$ cat src/rtl/mem_copy_dma.sv
// Word-granular memory-to-memory copy engine: MMIO-programmed, alternates one read and
// one write on the initiator bus per word until LEN words are copied or an abort is taken.
module mem_copy_dma #(
    parameter int LEN_WIDTH = 16
) (
    input  logic        clk,
    input  logic        reset_n,
    input  logic        cs,
    input  logic        we,
    input  logic [7:0]  address,
    input  logic [31:0] write_data,
    output logic [31:0] read_data,
    output logic        ready,
    output logic        mem_valid,
    output logic [31:0] mem_addr,
    output logic [31:0] mem_wdata,
    output logic [3:0]  mem_wstrb,
    input  logic        mem_ready,
    input  logic [31:0] mem_rdata,
    output logic        irq_done
);

    localparam logic [7:0] ADDR_CTRL      = 8'h10;
    localparam logic [7:0] ADDR_STATUS    = 8'h11;
    localparam logic [7:0] ADDR_SRC       = 8'h20;
    localparam logic [7:0] ADDR_DST       = 8'h21;
    localparam logic [7:0] ADDR_LEN       = 8'h22;
    localparam logic [7:0] ADDR_REMAINING = 8'h23;

    typedef enum logic [1:0] {
        ST_IDLE = 2'd0,
        ST_RD   = 2'd1,
        ST_WR   = 2'd2
    } state_t;

    state_t               state_reg, state_next;
    logic [31:0]          src_reg, src_next;
    logic [31:0]          dst_reg, dst_next;
    logic [LEN_WIDTH-1:0] len_reg, len_next;
    logic [LEN_WIDTH-1:0] remaining_reg, remaining_next;
    logic [31:0]          src_cur_reg, src_cur_next;
    logic [31:0]          dst_cur_reg, dst_cur_next;
    logic [31:0]          data_reg, data_next;
    logic                 done_reg, done_next;
    logic                 aborted_reg, aborted_next;
    logic                 abort_pend_reg, abort_pend_next;
    logic                 mem_valid_reg, mem_valid_next;
    logic [31:0]          mem_addr_reg, mem_addr_next;
    logic [31:0]          mem_wdata_reg, mem_wdata_next;
    logic [3:0]           mem_wstrb_reg, mem_wstrb_next;
    logic                 ready_reg;
    logic [31:0]          read_data_reg, read_data_next;

    logic busy;
    logic cfg_wr;
    logic ctrl_wr;
    logic start_req;
    logic abort_req;
    logic abort_now;

    assign busy      = (state_reg != ST_IDLE);
    assign cfg_wr    = cs && we && !busy;
    assign ctrl_wr   = cs && we && (address == ADDR_CTRL);
    assign start_req = ctrl_wr && write_data[0];
    assign abort_req = ctrl_wr && write_data[1];
    // An abort arriving on the same edge as the completion is honoured immediately.
    assign abort_now = abort_pend_reg || abort_req;

    // MMIO readback, captured on the access edge so it pairs with the delayed ready.
    always_comb begin
        read_data_next = 32'h0;
        if (cs && !we) begin
            case (address)
                ADDR_STATUS:    read_data_next = {29'h0, aborted_reg, done_reg, busy};
                ADDR_SRC:       read_data_next = src_reg;
                ADDR_DST:       read_data_next = dst_reg;
                ADDR_LEN:       read_data_next = 32'(len_reg);
                ADDR_REMAINING: read_data_next = 32'(remaining_reg);
                default:        read_data_next = 32'h0;
            endcase
        end
    end

    // Next-state and registered bus outputs are computed together so the bus sees the
    // new address on the cycle right after a completion.
    always_comb begin
        state_next      = state_reg;
        src_next        = src_reg;
        dst_next        = dst_reg;
        len_next        = len_reg;
        remaining_next  = remaining_reg;
        src_cur_next    = src_cur_reg;
        dst_cur_next    = dst_cur_reg;
        data_next       = data_reg;
        done_next       = done_reg;
        aborted_next    = aborted_reg;
        abort_pend_next = abort_pend_reg;
        mem_valid_next  = mem_valid_reg;
        mem_addr_next   = mem_addr_reg;
        mem_wdata_next  = mem_wdata_reg;
        mem_wstrb_next  = mem_wstrb_reg;

        if (cfg_wr) begin
            case (address)
                ADDR_SRC: src_next = {write_data[31:2], 2'b00};
                ADDR_DST: dst_next = {write_data[31:2], 2'b00};
                ADDR_LEN: len_next = write_data[LEN_WIDTH-1:0];
                default:  ;
            endcase
        end

        case (state_reg)
            ST_IDLE: begin
                if (start_req) begin
                    aborted_next   = 1'b0;
                    src_cur_next   = src_reg;
                    dst_cur_next   = dst_reg;
                    remaining_next = len_reg;
                    if (len_reg == '0) begin
                        done_next = 1'b1;
                    end else begin
                        done_next      = 1'b0;
                        state_next     = ST_RD;
                        mem_valid_next = 1'b1;
                        mem_addr_next  = src_reg;
                        mem_wstrb_next = 4'h0;
                    end
                end
            end

            ST_RD: begin
                if (abort_req) abort_pend_next = 1'b1;
                if (mem_ready) begin
                    if (abort_now) begin
                        state_next      = ST_IDLE;
                        aborted_next    = 1'b1;
                        done_next       = 1'b0;
                        abort_pend_next = 1'b0;
                        mem_valid_next  = 1'b0;
                        mem_wstrb_next  = 4'h0;
                    end else begin
                        data_next      = mem_rdata;
                        state_next     = ST_WR;
                        mem_addr_next  = dst_cur_reg;
                        mem_wdata_next = mem_rdata;
                        mem_wstrb_next = 4'hf;
                    end
                end
            end

            ST_WR: begin
                if (abort_req) abort_pend_next = 1'b1;
                if (mem_ready) begin
                    if (abort_now) begin
                        state_next      = ST_IDLE;
                        aborted_next    = 1'b1;
                        done_next       = 1'b0;
                        abort_pend_next = 1'b0;
                        mem_valid_next  = 1'b0;
                        mem_wstrb_next  = 4'h0;
                    end else begin
                        src_cur_next   = src_cur_reg + 32'd4;
                        dst_cur_next   = dst_cur_reg + 32'd4;
                        remaining_next = remaining_reg - 1'b1;
                        if (remaining_reg == LEN_WIDTH'(1)) begin
                            state_next     = ST_IDLE;
                            done_next      = 1'b1;
                            mem_valid_next = 1'b0;
                            mem_wstrb_next = 4'h0;
                        end else begin
                            state_next     = ST_RD;
                            mem_addr_next  = src_cur_reg + 32'd4;
                            mem_wstrb_next = 4'h0;
                        end
                    end
                end
            end

            default: begin
                state_next     = ST_IDLE;
                mem_valid_next = 1'b0;
                mem_wstrb_next = 4'h0;
            end
        endcase
    end

    always_ff @(posedge clk or negedge reset_n) begin
        if (!reset_n) begin
            state_reg      <= ST_IDLE;
            src_reg        <= 32'h0;
            dst_reg        <= 32'h0;
            len_reg        <= '0;
            remaining_reg  <= '0;
            src_cur_reg    <= 32'h0;
            dst_cur_reg    <= 32'h0;
            data_reg       <= 32'h0;
            done_reg       <= 1'b0;
            aborted_reg    <= 1'b0;
            abort_pend_reg <= 1'b0;
            mem_valid_reg  <= 1'b0;
            mem_addr_reg   <= 32'h0;
            mem_wdata_reg  <= 32'h0;
            mem_wstrb_reg  <= 4'h0;
            ready_reg      <= 1'b0;
            read_data_reg  <= 32'h0;
        end else begin
            state_reg      <= state_next;
            src_reg        <= src_next;
            dst_reg        <= dst_next;
            len_reg        <= len_next;
            remaining_reg  <= remaining_next;
            src_cur_reg    <= src_cur_next;
            dst_cur_reg    <= dst_cur_next;
            data_reg       <= data_next;
            done_reg       <= done_next;
            aborted_reg    <= aborted_next;
            abort_pend_reg <= abort_pend_next;
            mem_valid_reg  <= mem_valid_next;
            mem_addr_reg   <= mem_addr_next;
            mem_wdata_reg  <= mem_wdata_next;
            mem_wstrb_reg  <= mem_wstrb_next;
            ready_reg      <= cs;
            read_data_reg  <= read_data_next;
        end
    end

    assign read_data = read_data_reg;
    assign ready     = ready_reg;
    assign mem_valid = mem_valid_reg;
    assign mem_addr  = mem_addr_reg;
    assign mem_wdata = mem_wdata_reg;
    assign mem_wstrb = mem_wstrb_reg;
    assign irq_done  = done_reg;

endmodule

$ cat config.mk
export PLATFORM = sky130hd
export DESIGN_NAME = mem_copy_dma
export DESIGN_NICKNAME = d
export VERILOG_FILES = /design/src/rtl/mem_copy_dma.sv
export SDC_FILE = /design/constraint.sdc
export NUM_CORES = 1
export LEC_CHECK = 0
export CORE_ASPECT_RATIO = 0.8
export CORE_UTILIZATION = 29
export DETAILED_ROUTE_END_ITERATION = 12
export PLACE_DENSITY_LB_ADDON = 0.25
export SYNTH_ARGS = -nofsm -noshare
export SYNTH_HDL_FRONTEND = slang
export SYNTH_SLANG_ARGS = --single-unit
$ cat constraint.sdc
create_clock -name clk -period 2.9 [get_ports clk]
set_input_delay 0.725 -clock clk [delete_from_list [all_inputs] [get_ports clk]]
set_output_delay 0.725 -clock clk [all_outputs]
set_load 0.1 [all_outputs]
==> impl_metrics.json, run 1 <==
{
  "synth_nets": 1328,
  "min_path_type": "flip-flop to flip-flop",
  "multi_input_comb_area_sq_mm": 0.00616,
  "rsz0062_at_grt": "no",
  "holdPathStages": 1,
  "crit_slowest_cell": "or4b_1",
  "worstSetupStartpointType": "input port",
  "critical_path_depth": 8,
  "port-buffer-count": 179,
  "max_cap_viol_count": 0,
  "drc": 0,
  "drt-pass1-iter-count": 6,
  "holdWs_ps": 505,
  "peakVddDrop_v": 0.000640,
  "powerDensity_mw_per_mm2": 1060,
  "clockRootBuffer": "clkbuf_16",
  "cts_buffers": 28,
  "crit_type": "input port to flip-flop",
  "area_growth_pct": 29.3,
  "fin_skew_ps": 16.2,
  "fmax_ghz": 0.369,
  "setup_violations": 0,
  "synth_edf_count": 0,
  "h-tree-depth": 1,
  "tns_ps": 0,
  "fin_ws_ps": 191,
  "place_ws_ps": -322,
  "yosys.area.top_type": "dfrtp_1",
  "clockBufferDepth": 3,
  "syn_area_sq_mm": 0.0130,
  "post_cts_resized": 0,
  "synthTopCellsByCount": "dfrtp_1, mux2_2, nand2_1",
  "utilization_pct": 38.5,
  "tightest_slew_ps": 665,
  "nFillCells": 4309,
  "critical_path_buf_inv_count": 3,
  "arrival_ps": 3200,
  "crit_path_max_fanout": 31,
  "finalCriticalPeriod_ps": 2710,
  "rows": 68,
  "synth_async_sr_flop_share_pct": 100,
  "wl_microns": 44400,
  "fp.dieH_microns": 191,
  "synth_cell_type_count": 76,
  "vias": 11400,
  "ioPinCount": 180,
  "postCtsSetupBuffers": 0,
  "crit_chain": "clkdlybuf4s50_1, or4b_1, o31ai_4, buf_4, o21ai_4, buf_12, or4_1, nand3_1",
  "cp_top_family": "simple AND/OR/NAND/NOR gates",
  "routabilityCongestion": 0.882,
  "die_w_microns": 239,
  "drive_above_1_share_pct": 27.6,
  "drt-wirelength-per-cell_microns": 21.5,
  "yosys-top-cells-area": "dfrtp_1, mux2_2, nand2_1",
  "critPathMaxStageDelay_ps": 660,
  "status": "completed",
  "postSynthCellCount": 1243,
  "hold_viol_final": 0,
  "yosys_warnings": 0,
  "syn_avg_cell_area_sq_um": 10.5,
  "timing.final.crit_share_pct": 93.4,
  "dieArea_sq_mm": 0.0457,
  "drtIter0Drc": 1075,
  "grt_max_degree": 91,
  "ys.flop_type": "dfrtp_1",
  "overflow": 0,
  "synth_seq_cells": 255,
  "clock-sinks": 255,
  "cts_tree": "yes",
  "clk_latency_ps": 560,
  "yosysMostFrequentCell": "dfrtp_1",
  "hold_buffers": 1,
  "drv_slew": 0,
  "nets": 1542,
  "placed_area_sq_mm": 0.0159,
  "grt_pass1_vias": 10800,
  "synth.top_cell.area_share_pct": 49.1,
  "leakage_uw": 0.00732,
  "ys_seq_area_share_pct": 49.1,
  "cp.required_ps": 3390,
  "antenna_found_initial": 2,
  "coreArea_sq_mm": 0.0436,
  "clk_pin_slew_ps": 60,
  "antennaDiodeCount": 0,
  "ant_nets": 0,
  "cp-end-kind": "flip-flop",
  "relSlewSlack_pct": 55.7,
  "hpwl_microns": 31400,
  "grt_pass1_wl_microns": 67900,
  "register_area_sq_mm": 0.00638,
  "ff2ff_path_depth": 7,
  "post_drt_via_cell_ratio": 5.49,
  "start_util_pct": 29.8,
  "grt_util_all_layers_pct": 19.3,
  "design_area_sq_mm": 0.0168
}
[cell type report]
class / instances / share of cell area (%)
repair buffers: 280 / 15.1
clock buffers: 37 / 4.67
multi-input cells: 876 / 36.7
well taps: 595 / 4.43
inverters: 16 / 0.357
clock inverters: 11 / 0.848
flip-flops and latches: 255 / 37.9
[cells in the final DEF, fill, tap and decap left out, types with 29 or more instances in the layout]
| cell | n |
|---|---|
| dfrtp_1 | 255 |
| clkdlybuf4s50_1 | 75 |
| clkbuf_16 | 29 |
| a22oi_1 | 41 |
| mux2_2 | 138 |
| nand3_1 | 61 |
| buf_4 | 184 |
| a21oi_1 | 48 |
| nand2_1 | 99 |
| o21ai_0 | 54 |
| nor2_1 | 76 |
[worst paths after layout]
kind / startpoint / endpoint / slack, ps
min in group asynchronous: reset_n / src_reg[24]$_DFFE_PN0P_ / 590
worst max-delay path: address[5] / dst_cur_reg[25]$_DFFE_PN0P_ / 190
worst min-delay path: mem_wdata[19]$_DFFE_PN0P_ / mem_wdata[19]$_DFFE_PN0P_ / 510
worst max register to register: state_reg[0]$_DFFE_PN0P_ / mem_addr[25]$_DFFE_PN0P_ / 260
max in group asynchronous: reset_n / src_reg[8]$_DFFE_PN0P_ / 1540
worst min register to register: mem_wdata[19]$_DFFE_PN0P_ / mem_wdata[19]$_DFFE_PN0P_ / 510
[layer usage]
layer	up-vias	track usage [%]	share of wire (%)
met2	454	26.3	40
li1	5169	-	-
met3	65	4.43	8.2
met5	-	0	0.065
met1	5662	30.2	50
met4	4	4.36	2.2
[worst reg2reg max path, stage by stage (launching register included)]
cell     delay, ps
dfrtp_1        420
inv_1          150
ha_4           380
inv_1          250
buf_4          320
nor2_1         570
o21ai_0        270
a31oi_1        230
[report_power, final]
group / switching [uW] / leakage, uW / total [uW] / internal, uW
sequential: 937 / 0.00339 / 5290 / 4360
clock: 1510 / 0.000451 / 3670 / 2160
combinational: 5980 / 0.00348 / 8810 / 2820
total: 8430 / 0.00732 / 17800 / 9340
[metrics by stage]
stage / total power [uW] / instances
after floorplan: 11000 / 1243
after global placement: 14000 / 2021
after detailed placement: 14100 / 2021
after CTS: 17800 / 2070
after global routing: 18600 / 2070
final: 17800 / 2070
[cells by family after synthesis]
kind of cell / Yosys count / synth area share [%]
compound gates: 305 / 16.7
xor+xnor: 7 / 0.472
fa+ha+maj: 8 / 0.770
buf+inv: 112 / 3.76
flops: 255 / 49.1
mux: 150 / 12.9
simple gates: 406 / 16.3
Note: power is estimated with default switching activity, not from simulation.
==> run 2: changes to the inputs <==
--- a/config.mk
+++ b/config.mk
@@ -9,6 +9,8 @@
 export CORE_UTILIZATION = 29
 export DETAILED_ROUTE_END_ITERATION = 12
 export PLACE_DENSITY_LB_ADDON = 0.25
+export REMOVE_ABC_BUFFERS = 1
+export SLEW_MARGIN = 10
 export SYNTH_ARGS = -nofsm -noshare
 export SYNTH_HDL_FRONTEND = slang
 export SYNTH_SLANG_ARGS = --single-unit
==> impl_metrics.json, run 2 (synthesis gave the netlist of run 1 again) <==
{
  "crit_type": "flip-flop to flip-flop",
  "clockBufferDepth": 3,
  "crit_slowest_cell": "nor2_1",
  "worstSetupStartpointType": "flip-flop",
  "cp-startpoint": "state_reg[0]$_DFFE_PN0P_",
  "post_cts_resized": 0,
  "hold_buffers": 0,
  "cts_tree": "yes",
  "p_sw_uw": 8420,
  "max_cap_viol_count": 0,
  "coreArea_sq_mm": 0.0436,
  "wl_microns": 44800,
  "cp.required_ps": 3380,
  "fp.dieH_microns": 191,
  "antennaDiodeCount": 0,
  "post_drt_via_cell_ratio": 5.49,
  "hpwl_microns": 31900,
  "drtIter0Drc": 1143,
  "clkPwrFrac_pct": 23.1,
  "r2r-start": "state_reg[0]$_DFFE_PN0P_",
  "drt-pass1-iter-count": 6,
  "final_cell_mix": "dfrtp_1, buf_4, mux2_2",
  "finalCriticalPeriod_ps": 2800,
  "drc": 0,
  "timing.final.crit_share_pct": 96.6,
  "grt_max_degree": 66,
  "tns_ps": 0,
  "grt_pass1_wl_microns": 68500,
  "vias": 11400,
  "postCtsSetupBuffers": 0,
  "drt-wirelength-per-cell_microns": 21.6,
  "h-tree-depth": 1,
  "critPathMaxStageDelay_ps": 640,
  "critical_path_buf_inv_count": 2,
  "overflow": 0,
  "start_util_pct": 29.8,
  "clock-sinks": 255,
  "grt_util_all_layers_pct": 19.4,
  "drive_above_1_share_pct": 28.0,
  "tightest_slew_ps": 708,
  "routabilityCongestion": 0.878,
  "crit_path_max_fanout": 10,
  "leakage_uw": 0.00737,
  "clk_latency_ps": 590,
  "crit_chain": "inv_1, ha_1, clkinv_1, nor2_1, o21ai_0, a31oi_1",
  "cp-end-kind": "flip-flop",
  "powerDensity_mw_per_mm2": 1070,
  "die_w_microns": 239,
  "ioPinCount": 180,
  "hold_viol_final": 0,
  "utilization_pct": 38.8,
  "clk_pin_slew_ps": 60,
  "cts_buffers": 29,
  "drv_slew": 0,
  "grt_pass1_vias": 10900,
  "nets": 1540,
  "p_seq_share_pct": 29.3,
  "fin_skew_ps": 23.5,
  "rows": 68,
  "switching_share_pct": 46.7,
  "antenna_found_initial": 0,
  "clockRootBuffer": "clkbuf_16",
  "port-buffer-count": 179,
  "fmax_ghz": 0.357,
  "status": "completed",
  "r2r_setup_slack_ps": 100,
  "internal_power_uw": 9620,
  "arrival_ps": 3280,
  "rsz0062_at_grt": "no",
  "relSlewSlack_pct": 52.4,
  "peakVddDrop_v": 0.000589,
  "combPwrFrac_pct": 47.6,
  "ant_nets": 0,
  "min_path_type": "input port to async pin",
  "mostFrequentLayoutCell": "dfrtp_1",
  "cp_top_family": "simple AND/OR/NAND/NOR gates",
  "dieArea_sq_mm": 0.0457,
  "setup_violations": 0,
  "area_growth_pct": 30.1
}
==> run 2: cell count changes in the layout (fill, tap and decap cells not counted) <==
cell	before	now
bufinv_16	3	6
buf_12	19	17
clkinvlp_4	2	4
dlygate4sd3_1	1	0
clkbuf_1	5	2
clkbuf_8	3	7
inv_16	0	1
clkinv_4	2	0
==> run 2: per-stage QoR <==
step | total power [uW] | std cells | setup slack, ps | hold slack, ps | instance area [sq um]
2_1_floorplan | 10700 | 1147 | -2410 | 429 | 12600
6_report | 18000 | 2072 | 97.2 | 76.7 | 16900
4_1_cts | 18100 | 2072 | 92.2 | 101 | 16900
5_1_grt | 18900 | 2072 | 36.5 | 113 | 16900
3_3_place_gp | 13800 | 2019 | -417 | 487 | 15800
3_5_place_dp | 13900 | 2019 | -418 | 494 | 15800
==> run 2: path summary, 6_finish.rpt <==
| check | to | cells past startpoint |
|---|---|---|
| worst min-delay path | mem_wdata[19]$_DFFE_PN0P_ | 1 |
| worst min register to register | mem_wdata[14]$_DFFE_PN0P_ | 1 |
| min in group clk | mem_wdata[14]$_DFFE_PN0P_ | 1 |
| worst max-delay path | mem_addr[15]$_DFFE_PN0P_ | 6 |
| max in group asynchronous | abort_pend_reg$_DFFE_PN0N_ | 2 |
| worst max register to register | mem_addr[15]$_DFFE_PN0P_ | 6 |
==> run 2: power groups by stage <==
stage	clock network, uW	logic [uW]	registers (uW)
2_1_floorplan	0	2970	7740
3_3_place_gp	0	8500	5300
3_5_place_dp	0	8570	5320
4_1_cts	4250	8590	5270
5_1_grt	4390	9110	5410
6_report	4160	8590	5290
==> run 2: routing by layer <==
| metal | up-vias | track usage, % | wire, microns |
|---|---|---|---|
| met4 | 0 | 3.85 | 768 |
| met3 | 52 | 2.50 | 2800 |
| met2 | 399 | 29.1 | 19700 |
| met5 | - | 0 | 0 |
| li1 | 5173 | - | - |
| met1 | 5745 | 29.4 | 21600 |
==> run 2: final cells by class <==
class                           instances  area (sq um)
Clock inverter                         15           250
Fill cell                            4267         26700
Multi-Input combinational cell        876          6160
Sequential cell                       255          6380
Clock buffer                           38           830
Timing Repair Buffer                  277          2490
Inverter                               16          60.1
Tap cell                              595           744
